`config.mk`:
```
export PLATFORM = sky130hd
export DESIGN_NAME = clk_div_prog_flat
export DESIGN_NICKNAME = d
export VERILOG_FILES = /design/src/rtl/clk_div_prog_if.sv /design/src/rtl/clk_div_prog.sv /design/src/flat_wrapper.sv
export SDC_FILE = /design/constraint.sdc
export NUM_CORES = 1
export LEC_CHECK = 0
export ABC_AREA = 1
export CORE_UTILIZATION = 40
export DETAILED_ROUTE_END_ITERATION = 10
export GPL_TIMING_DRIVEN = 0
export PLACE_DENSITY = 0.63
export SLEW_MARGIN = 20
export SYNTH_ARGS = -nofsm -noshare
export SYNTH_HDL_FRONTEND = slang
export SYNTH_SLANG_ARGS = --single-unit
```
`constraint.sdc`:
```
create_clock -name clk_in -period 2.54 [get_ports clk_in]
set_input_delay 0.508 -clock clk_in [delete_from_list [all_inputs] [get_ports clk_in]]
set_output_delay 0.508 -clock clk_in [all_outputs]
set_load 0.01 [all_outputs]
```
`src/rtl/clk_div_prog_if.sv`:
```
// Control/status bundle of the programmable clock divider.
// master: the side that programs the divider; slave: the divider itself.
interface clk_div_prog_if #(
  parameter int WIDTH = 8
) ();

  logic             en;
  logic [WIDTH-1:0] div_in;
  logic             div_load;
  logic             bit_slip;
  logic             clk_out;
  logic             ce_out;
  logic [WIDTH-1:0] div_cur;
  logic             div_pend;
  logic             div_err;

  modport master (
    output en, div_in, div_load, bit_slip,
    input  clk_out, ce_out, div_cur, div_pend, div_err
  );

  modport slave (
    input  en, div_in, div_load, bit_slip,
    output clk_out, ce_out, div_cur, div_pend, div_err
  );

endinterface

```
`src/rtl/clk_div_prog.sv`:
```
// Runtime-programmable integer clock divider with glitch-free divisor
// changes at period boundaries, one-cycle phase slip and a matching
// clock enable for logic that stays in the input clock domain.
//
// state  | meaning
// -------+-----------------------------------------------------------
// S_IDLE | stopped; cnt=0, clk_out=0, ce_out=0; loads go straight in
// S_RUN  | counting 0..N-1, wrap swaps in any pending divisor
// S_SLIP | one-cycle counter hold caused by bit_slip
module clk_div_prog #(
  parameter int WIDTH     = 8,
  parameter int DIV_RESET = 2
) (
  input  logic          clk_in,
  input  logic          rst,
  clk_div_prog_if.slave bus
);

  if (DIV_RESET < 2 || DIV_RESET >= (1 << WIDTH)) begin : g_bad_div_reset
    $error("clk_div_prog: DIV_RESET must lie in 2 .. 2**WIDTH-1");
  end

  typedef enum logic [1:0] {
    S_IDLE,
    S_RUN,
    S_SLIP
  } state_t;

  state_t           state;
  logic [WIDTH-1:0] cnt;
  logic [WIDTH-1:0] div_cur;
  logic [WIDTH-1:0] pend_val;
  logic             div_pend;
  logic             clk_out;
  logic             ce_out;
  logic             div_err;

  logic             load_ok;
  logic             load_bad;
  logic             wrap;
  logic [WIDTH-1:0] cnt_inc;
  logic [WIDTH-1:0] h_cur;
  logic [WIDTH-1:0] n_next;

  // Result of one ordinary counting edge (RUN without slip, or leaving SLIP).
  logic [WIDTH-1:0] cnt_adv;
  logic             clk_adv;
  logic             ce_adv;
  logic [WIDTH-1:0] cur_adv;
  logic             pend_adv;
  logic [WIDTH-1:0] pval_adv;

  // Divisor >= 2 is equivalent to any bit above bit 0 being set.
  assign load_ok  = bus.div_load && (bus.div_in[WIDTH-1:1] != '0);
  assign load_bad = bus.div_load && (bus.div_in[WIDTH-1:1] == '0);
  assign wrap     = (cnt == div_cur - 1'b1);
  assign cnt_inc  = cnt + 1'b1;
  assign h_cur    = div_cur >> 1;
  // Divisor for a new period: a load on this very edge wins over pending.
  assign n_next   = load_ok  ? bus.div_in :
                    div_pend ? pend_val   : div_cur;

  // Next-state values for a normal counting edge, including the wrap swap.
  always_comb begin
    cnt_adv  = cnt_inc;
    clk_adv  = (cnt_inc < h_cur);
    ce_adv   = 1'b0;
    cur_adv  = div_cur;
    pend_adv = div_pend;
    pval_adv = pend_val;
    if (wrap) begin
      cnt_adv  = '0;
      cur_adv  = n_next;
      pend_adv = 1'b0;
      clk_adv  = (n_next[WIDTH-1:1] != '0);
      ce_adv   = 1'b1;
    end else if (load_ok) begin
      pend_adv = 1'b1;
      pval_adv = bus.div_in;
    end
  end

  // Sequencer: state, counter, divisor bookkeeping and registered outputs.
  always_ff @(posedge clk_in or posedge rst) begin
    if (rst) begin
      state    <= S_IDLE;
      cnt      <= '0;
      div_cur  <= WIDTH'(DIV_RESET);
      pend_val <= '0;
      div_pend <= 1'b0;
      clk_out  <= 1'b0;
      ce_out   <= 1'b0;
      div_err  <= 1'b0;
    end else begin
      div_err <= load_bad;
      if (!bus.en) begin
        // Stopping keeps any pending divisor for the next start.
        state   <= S_IDLE;
        cnt     <= '0;
        clk_out <= 1'b0;
        ce_out  <= 1'b0;
        if (load_ok) begin
          div_cur  <= bus.div_in;
          div_pend <= 1'b0;
        end
      end else begin
        case (state)
          S_IDLE: begin
            state    <= S_RUN;
            cnt      <= '0;
            div_cur  <= n_next;
            div_pend <= 1'b0;
            clk_out  <= (n_next[WIDTH-1:1] != '0);
            ce_out   <= 1'b1;
          end
          S_RUN: begin
            if (bus.bit_slip) begin
              // Hold cnt and clk_out; the wrap (if any) moves to the next edge.
              state  <= S_SLIP;
              ce_out <= 1'b0;
              if (load_ok) begin
                div_pend <= 1'b1;
                pend_val <= bus.div_in;
              end
            end else begin
              cnt      <= cnt_adv;
              clk_out  <= clk_adv;
              ce_out   <= ce_adv;
              div_cur  <= cur_adv;
              div_pend <= pend_adv;
              pend_val <= pval_adv;
            end
          end
          S_SLIP: begin
            // A slip request here is ignored; counting resumes.
            state    <= S_RUN;
            cnt      <= cnt_adv;
            clk_out  <= clk_adv;
            ce_out   <= ce_adv;
            div_cur  <= cur_adv;
            div_pend <= pend_adv;
            pend_val <= pval_adv;
          end
          default: begin
            state   <= S_IDLE;
            cnt     <= '0;
            clk_out <= 1'b0;
            ce_out  <= 1'b0;
          end
        endcase
      end
    end
  end

  assign bus.clk_out  = clk_out;
  assign bus.ce_out   = ce_out;
  assign bus.div_cur  = div_cur;
  assign bus.div_pend = div_pend;
  assign bus.div_err  = div_err;

endmodule

```
`src/flat_wrapper.sv`:
```
// flat-port wrapper written by rule: the top's interface ports become plain ports
module clk_div_prog_flat 
#(
  parameter int WIDTH     = 8,
  parameter int DIV_RESET = 2
)
  (clk_in, rst, bus_en, bus_div_in, bus_div_load, bus_bit_slip, bus_clk_out, bus_ce_out, bus_div_cur, bus_div_pend, bus_div_err);
  clk_div_prog_if #(.WIDTH(WIDTH)) bus_i ();
  input  logic clk_in;
  input  logic rst;
  input wire logic [$bits(bus_i.en)-1:0] bus_en;
  input wire logic [$bits(bus_i.div_in)-1:0] bus_div_in;
  input wire logic [$bits(bus_i.div_load)-1:0] bus_div_load;
  input wire logic [$bits(bus_i.bit_slip)-1:0] bus_bit_slip;
  output wire logic [$bits(bus_i.clk_out)-1:0] bus_clk_out;
  output wire logic [$bits(bus_i.ce_out)-1:0] bus_ce_out;
  output wire logic [$bits(bus_i.div_cur)-1:0] bus_div_cur;
  output wire logic [$bits(bus_i.div_pend)-1:0] bus_div_pend;
  output wire logic [$bits(bus_i.div_err)-1:0] bus_div_err;
  assign bus_i.en = bus_en;
  assign bus_i.div_in = bus_div_in;
  assign bus_i.div_load = bus_div_load;
  assign bus_i.bit_slip = bus_bit_slip;
  assign bus_clk_out = bus_i.clk_out;
  assign bus_ce_out = bus_i.ce_out;
  assign bus_div_cur = bus_i.div_cur;
  assign bus_div_pend = bus_i.div_pend;
  assign bus_div_err = bus_i.div_err;
  clk_div_prog #(.WIDTH(WIDTH), .DIV_RESET(DIV_RESET)) u_core (.clk_in(clk_in), .rst(rst), .bus(bus_i));
endmodule
```
==> Yosys cells after proc, flatten, opt, wreduce, memory -nomap -nowiden <==
Index checks and enable logic that the tools add are counted.
{ "word_totals": {"register_bits": 30, "latch_bits": 0, "mem_bits_rw": 0, "romBits": 0, "in_bits": 13, "out_inout_bits": 12, "wordCells": 61, "memories": 0} }
{ "classes": {"addsub": 2, "n_mul": 0, "div_mod_pow": 0, "magnitude_cmp": 1, "n_eq_ne": 6, "n_shift": 0, "mux": 32, "bitwise": 0, "reduce_logical": 12} }
{ "op_table": {"columns": ["cell", "n"], "rows": [
  ["two-way mux 8 bit", 12],
  ["case mux 8 bit (2 select lines)", 2],
  ["case mux 8 bit (3 select lines)", 1],
  ["nonzero test 7 bit", 2],
  ["two-way mux 1 bit", 11],
  ["case mux 1 bit (3 select lines)", 3],
  ["adder 8 x 1 -> 8 bit, second input constant", 1],
  ["equality test 8 bit", 1],
  ["< comparator 8 x 7 -> 1 bit", 1],
  ["subtractor 8 x 1 -> 8 bit, second input constant", 1],
  ["zero test 7 bit", 1],
  ["!= test 3 bit, second input constant", 2],
  ["two-way mux 2 bit", 2],
  ["!= test 4 x 1 -> 1 bit, second input constant", 1],
  ["case mux 2 bit (2 select lines)", 1],
  ["AND reduction 2 bit", 2],
  ["nonzero test 2 bit", 2],
  ["AND reduction 3 bit", 1],
  ["equality test 2 x 1 -> 1 bit, second input constant", 1],
  ["equality test 2 bit, second input constant", 1],
  ["logical AND 1 bit", 2],
  ["zero test 2 bit", 1],
  ["OR reduction 2 bit", 1]
]} }

==> Logic depth before layout (Yosys ltp) <==
Gate-level depths: netlist (run 1).
{ "depth": {"word_depth": 8, "mapped_depth": 17, "ltp_nobuf": 17} }

==> Worst setup path after synthesis (run 1) <==
OpenSTA, ideal clock, no wires.
{ "synth_timing": {"path_type": "register -> register", "startpoint": "reg u_core.div_cur[1] (netlist: u_core.bus.div_cur[1])", "endpoint": "reg u_core.div_cur[2] (netlist: u_core.bus.div_cur[2])", "setup_ns": 0.123, "t_arrival_ns": 1.871, "t_required_ns": 2.417, "setup_slack_ns": 0.546, "path_stages_with_launch": 16, "n_path_buf": 1, "synth_period_minus_slack_ns": 1.994, "path_cell_list": "dfstp_2 inv_1 ha_1 inv_1 nand2_1 nand3_1 nand2_1 inv_2 nand3_1 nor2_1 nand2_2 nand2_4 nand2_4 buf_6 nand2_1 o21ai_2"} }
{ "synth_between": {"elab_chain_len": 6} }
{ "synth_rtl": {"columns": ["item", "line", "text"], "rows": [
  ["start, declared", "clk_div_prog.sv:31", "logic [WIDTH-1:0] div_cur;"],
  ["start signal, assigned", "clk_div_prog.sv:88", "div_cur <= WIDTH'(DIV_RESET);"],
  ["start signal, assigned", "clk_div_prog.sv:103", "div_cur <= bus.div_in;"],
  ["start signal, assigned", "clk_div_prog.sv:111", "div_cur <= n_next;"],
  ["subtractor 8 x 1 -> 8 bit (*)", "clk_div_prog.sv:56", "assign wrap = (cnt == div_cur - 1'b1);"],
  ["equality test 8 bit (*)", "clk_div_prog.sv:56", null],
  ["two-way mux 8 bit (*)", "clk_div_prog.sv:71", "if (wrap) begin"],
  ["two-way mux 8 bit", "clk_div_prog.sv:117", "if (bus.bit_slip) begin"],
  ["case mux 8 bit (3 select lines) (*)", "clk_div_prog.sv:107", "case (state)"],
  ["two-way mux 8 bit (*)", "clk_div_prog.sv:96", "if (!bus.en) begin"]
]} }
Every way passes the cells marked *; elsewhere a longest branch is shown, timed or not. The select of a mux whose other input is x is not followed.
A chain may end at the register's enable or synchronous reset.

==> Final worst setup path (run 1) <==
{ "layout_timing": {"startpoint": "reg u_core.div_cur[1] (netlist: u_core.bus.div_cur[1])", "endpoint": "reg u_core.pend_val[0]"} }
{ "layout_between": {"elab_chain_len": 5} }
{ "layout_rtl": {"columns": ["item", "line", "text"], "rows": [
  ["subtractor 8 x 1 -> 8 bit (*)", "clk_div_prog.sv:56", null],
  ["equality test 8 bit (*)", "clk_div_prog.sv:56", null],
  ["two-way mux 8 bit (*)", "clk_div_prog.sv:71", null],
  ["two-way mux 8 bit", "clk_div_prog.sv:117", null],
  ["case mux 8 bit (2 select lines) (*)", "clk_div_prog.sv:107", null],
  ["end signal, assigned", "clk_div_prog.sv:123", "pend_val <= bus.div_in;"],
  ["end signal, assigned", "clk_div_prog.sv:131", "pend_val <= pval_adv;"],
  ["end signal, assigned", "clk_div_prog.sv:142", "pend_val <= pval_adv;"],
  ["end, declared", "clk_div_prog.sv:32", "logic [WIDTH-1:0] pend_val;"]
]} }
Every way passes the cells marked *; elsewhere a longest branch is shown, timed or not.

==> results of run 1 <==
-- metrics by stage --
step           utilization (%)  cells  setup slack, ps
6_report                  50.4    474              194
5_1_grt                   50.4    474             31.4
4_1_cts                   50.3    474              131
3_5_place_dp              48.4    466             17.0
3_3_place_gp              48.4    466             42.6
2_1_floorplan                -    371              546
-- logic make-up (layout without fill, tap and decap cells) --
group | after synthesis | after routing | synth area share, %
compound gates | 56 | 56 | 13.3
xor+xnor | 8 | 8 | 3.20
fa+ha+maj | 12 | 12 | 6.19
buf+inv | 64 | 95 | 10.4
flops | 30 | 30 | 31.0
simple gates | 201 | 201 | 35.9
-- flip-flops by register name (all words and copies together), names as in the netlist --
name,cells
u_core.bus.ce_out,1
u_core.cnt,8
u_core.bus.div_pend,1
u_core.bus.div_err,1
u_core.pend_val,8
u_core.state,2
u_core.bus.div_cur,8
u_core.bus.clk_out,1
-- layer usage --
metal	part of all wire, %	global-route usage (%)
met5	0	0
met2	46	36.4
met3	3.4	3.43
met1	48	28.7
met4	2.1	9.11
-- worst max-delay path: stages (launching register included) --
cell,delay (ps)
dfstp_2,590
inv_1,90
ha_1,290
inv_1,40
nand2_1,50
nand2_1,50
nor2_1,220
nand4_1,160
nor2_2,190
nand3_1,170
nand2_2,210
inv_2,50
nor2_1,80
nor2_1,50
-- path summary, 6_finish.rpt --
| check | start | end | slack (ps) | cells past startpoint |
|---|---|---|---|---|
| worst max-delay path | u_core.bus.div_cur[1] | u_core.pend_val[0] | 190 | 13 |
| worst min-delay path | u_core.bus.clk_out | u_core.bus.clk_out | 490 | 2 |
| worst max register to register | u_core.bus.div_cur[1] | u_core.pend_val[0] | 190 | 13 |
| worst min register to register | u_core.bus.clk_out | u_core.bus.clk_out | 490 | 2 |
| max in group asynchronous | rst | u_core.state[1] | 1480 | 2 |
| min in group asynchronous | rst | u_core.bus.div_cur[0] | 630 | 2 |
-- power breakdown --
| part | internal, mW | leakage (nW) | total (mW) | switching (mW) |
|---|---|---|---|---|
| Clock | 0.289 | 0.0579 | 0.496 | 0.208 |
| Combinational | 0.405 | 1.02 | 1.02 | 0.611 |
| Sequential | 0.596 | 0.383 | 0.721 | 0.126 |
| Total | 1.29 | 1.46 | 2.23 | 0.945 |
-- cells in the final DEF, fill, tap and decap left out, types with 8 or more instances in the layout --
cell type,instances
a21oi_1,10
o22ai_1,8
dfrtp_1,29
o21ai_0,27
nand2_1,122
nor2_1,28
inv_2,9
clkdlybuf4s50_1,23
nand3_1,27
inv_1,45
ha_1,12
-- area by class of cell --
class,instances,share of cell area (%)
tap,72,3.15
multi-input combinational,277,49.9
sequential,30,26.3
buffer,8,1.49
clock buffer,5,2.40
clock inverter,3,1.40
inverter,56,7.35
timing repair buffer,23,8.05
-- repair_timing --
| action | 4_1_cts | 5_1_grt |
|---|---|---|
| buffers inserted | 0 | 0 |
| gates resized for setup | 0 | 2 |
| endpoints found under the setup margin | 0 | 7 |
==> results.cfg, run 1 <==
[run_status]
status = complete, no violations

[setup_path]
critPathMaxFanout = 8
endpoint_kind = register
crit_type = register to register
start_kind = register
cp.arrival_ps = 2530
required_ps = 2720

[sta]
min_period_over_period_pct = 92.4
setup_viol = 0
skew_ps = 9.54
slew_violations = 0
fin_setup_tns_ps = 0
hold_violations = 0
fin_crit_ps = 2350
worst_pin_slew_ps = 658
fmax_mhz = 426
holdWs_ps = 489
rsz0062_at_grt = false
relSlewSlack_pct = 56.1

[grt]
grt_start_max_net_pins = 31
antenna_found_initial = 0
grt_overflow_total = 0
grt_pass1_wl_um = 10700
grt_usage_pct = 22.1
grt_pass1_vias = 2281

[placed_design]
place_congestion = 0.828
dp_hpwl_um = 4810
port_buffers = 23
postPlaceCellArea_um2 = 2750

[clock_network]
ctsLongestPathBuffers = 2
cts_hold_buffers = 0
tritoncts = done
root_buffer = clkbuf_8
cts_max_level = 2
insertion_delay_ps = 290
cts_made_buffers = 5
clk_pin_slew_ps = 80
cts_sinks = 30

[drt]
drc = 0
drt_iter0_drc = 188
drt-total-wl_um = 6340
dr.pass1.iters = 4
wire_per_inst_um = 13.4
ant_nets = 0
vias = 2392
viasPerCell = 5.05

[synth]
yosys.cell_types.count = 31
synth_area_per_cell_um2 = 6.54
synthFlopType = dfrtp_1
synthTopCellsByArea = dfrtp_1 30%, nand2_1 19%, inv_1 7.1%
synthTopCellsByCount = 122 x nand2_1, 46 x inv_1, 29 x dfrtp_1, 29 x nor2_1
yosys_warnings = 0
synthArstFlopShare_pct = 100
synth_cells = 371
synth.most_common_cell = nand2_1
syn_nets = 396
syn_area_um2 = 2420
synth_top_area_cell = dfrtp_1
yosysSeqAreaShare_pct = 31.0
synth_edf_count = 0
ys_seq_elements = 30
synth_top_area_share_pct = 29.9

[finish]
seq_area_um2 = 752
syn_to_final_growth_pct = 18.0
n_antenna_cell = 0
design_area_um2 = 2860
fill_cells = 612
nNetsFinal = 426
multi_input_area_um2 = 1430
drive_above_1_share_pct = 12.4

[die]
initial_core_util_pct = 42.7
die_y_um = 79.9
coreArea_um2 = 5680
die_area_um2 = 6380
fp-row-count = 27
die_x_um = 79.9
boundaryPins = 25

[min_path]
hold_class = register to register

[power_and_ir_drop]
peakVddDrop_v = 0.000372
p_total_mw = 2.23
powerDensity_nw_per_um2 = 781
power_leakage_nw = 1.46

[job]
cap_violations = 0
Power figures use the tool's default switching activity.
==> run 2, diff against run 1 <==
==> constraint.sdc (replaced) <==
create_clock -name clk_in -period 2.54 [get_ports clk_in]
set_input_delay 0.508 -clock clk_in [delete_from_list [all_inputs] [get_ports clk_in]]
set_output_delay 0.508 -clock clk_in [all_outputs]
set_load 0.005 [all_outputs]
==> results of run 2 <==
Same layout as run 1 (identical final DEF). Status: complete, no violations.
Among the figures that moved: total power 2.23 mW -> 2.21 mW; worst IR drop on VDD 0.000372 V -> 0.000369 V
==> run 3, diff against run 2 <==
--- a/config.mk
+++ b/config.mk
@@ -10,7 +10,7 @@
 export DETAILED_ROUTE_END_ITERATION = 10
 export GPL_TIMING_DRIVEN = 0
 export PLACE_DENSITY = 0.63
-export SLEW_MARGIN = 20
+export SLEW_MARGIN = 25
 export SYNTH_ARGS = -nofsm -noshare
 export SYNTH_HDL_FRONTEND = slang
 export SYNTH_SLANG_ARGS = --single-unit
==> results of run 3 <==
Same layout as run 1 (identical final DEF). Status: complete, no violations.
Among the figures that moved: total power 2.23 mW -> 2.21 mW; worst IR drop on VDD 0.000372 V -> 0.000369 V
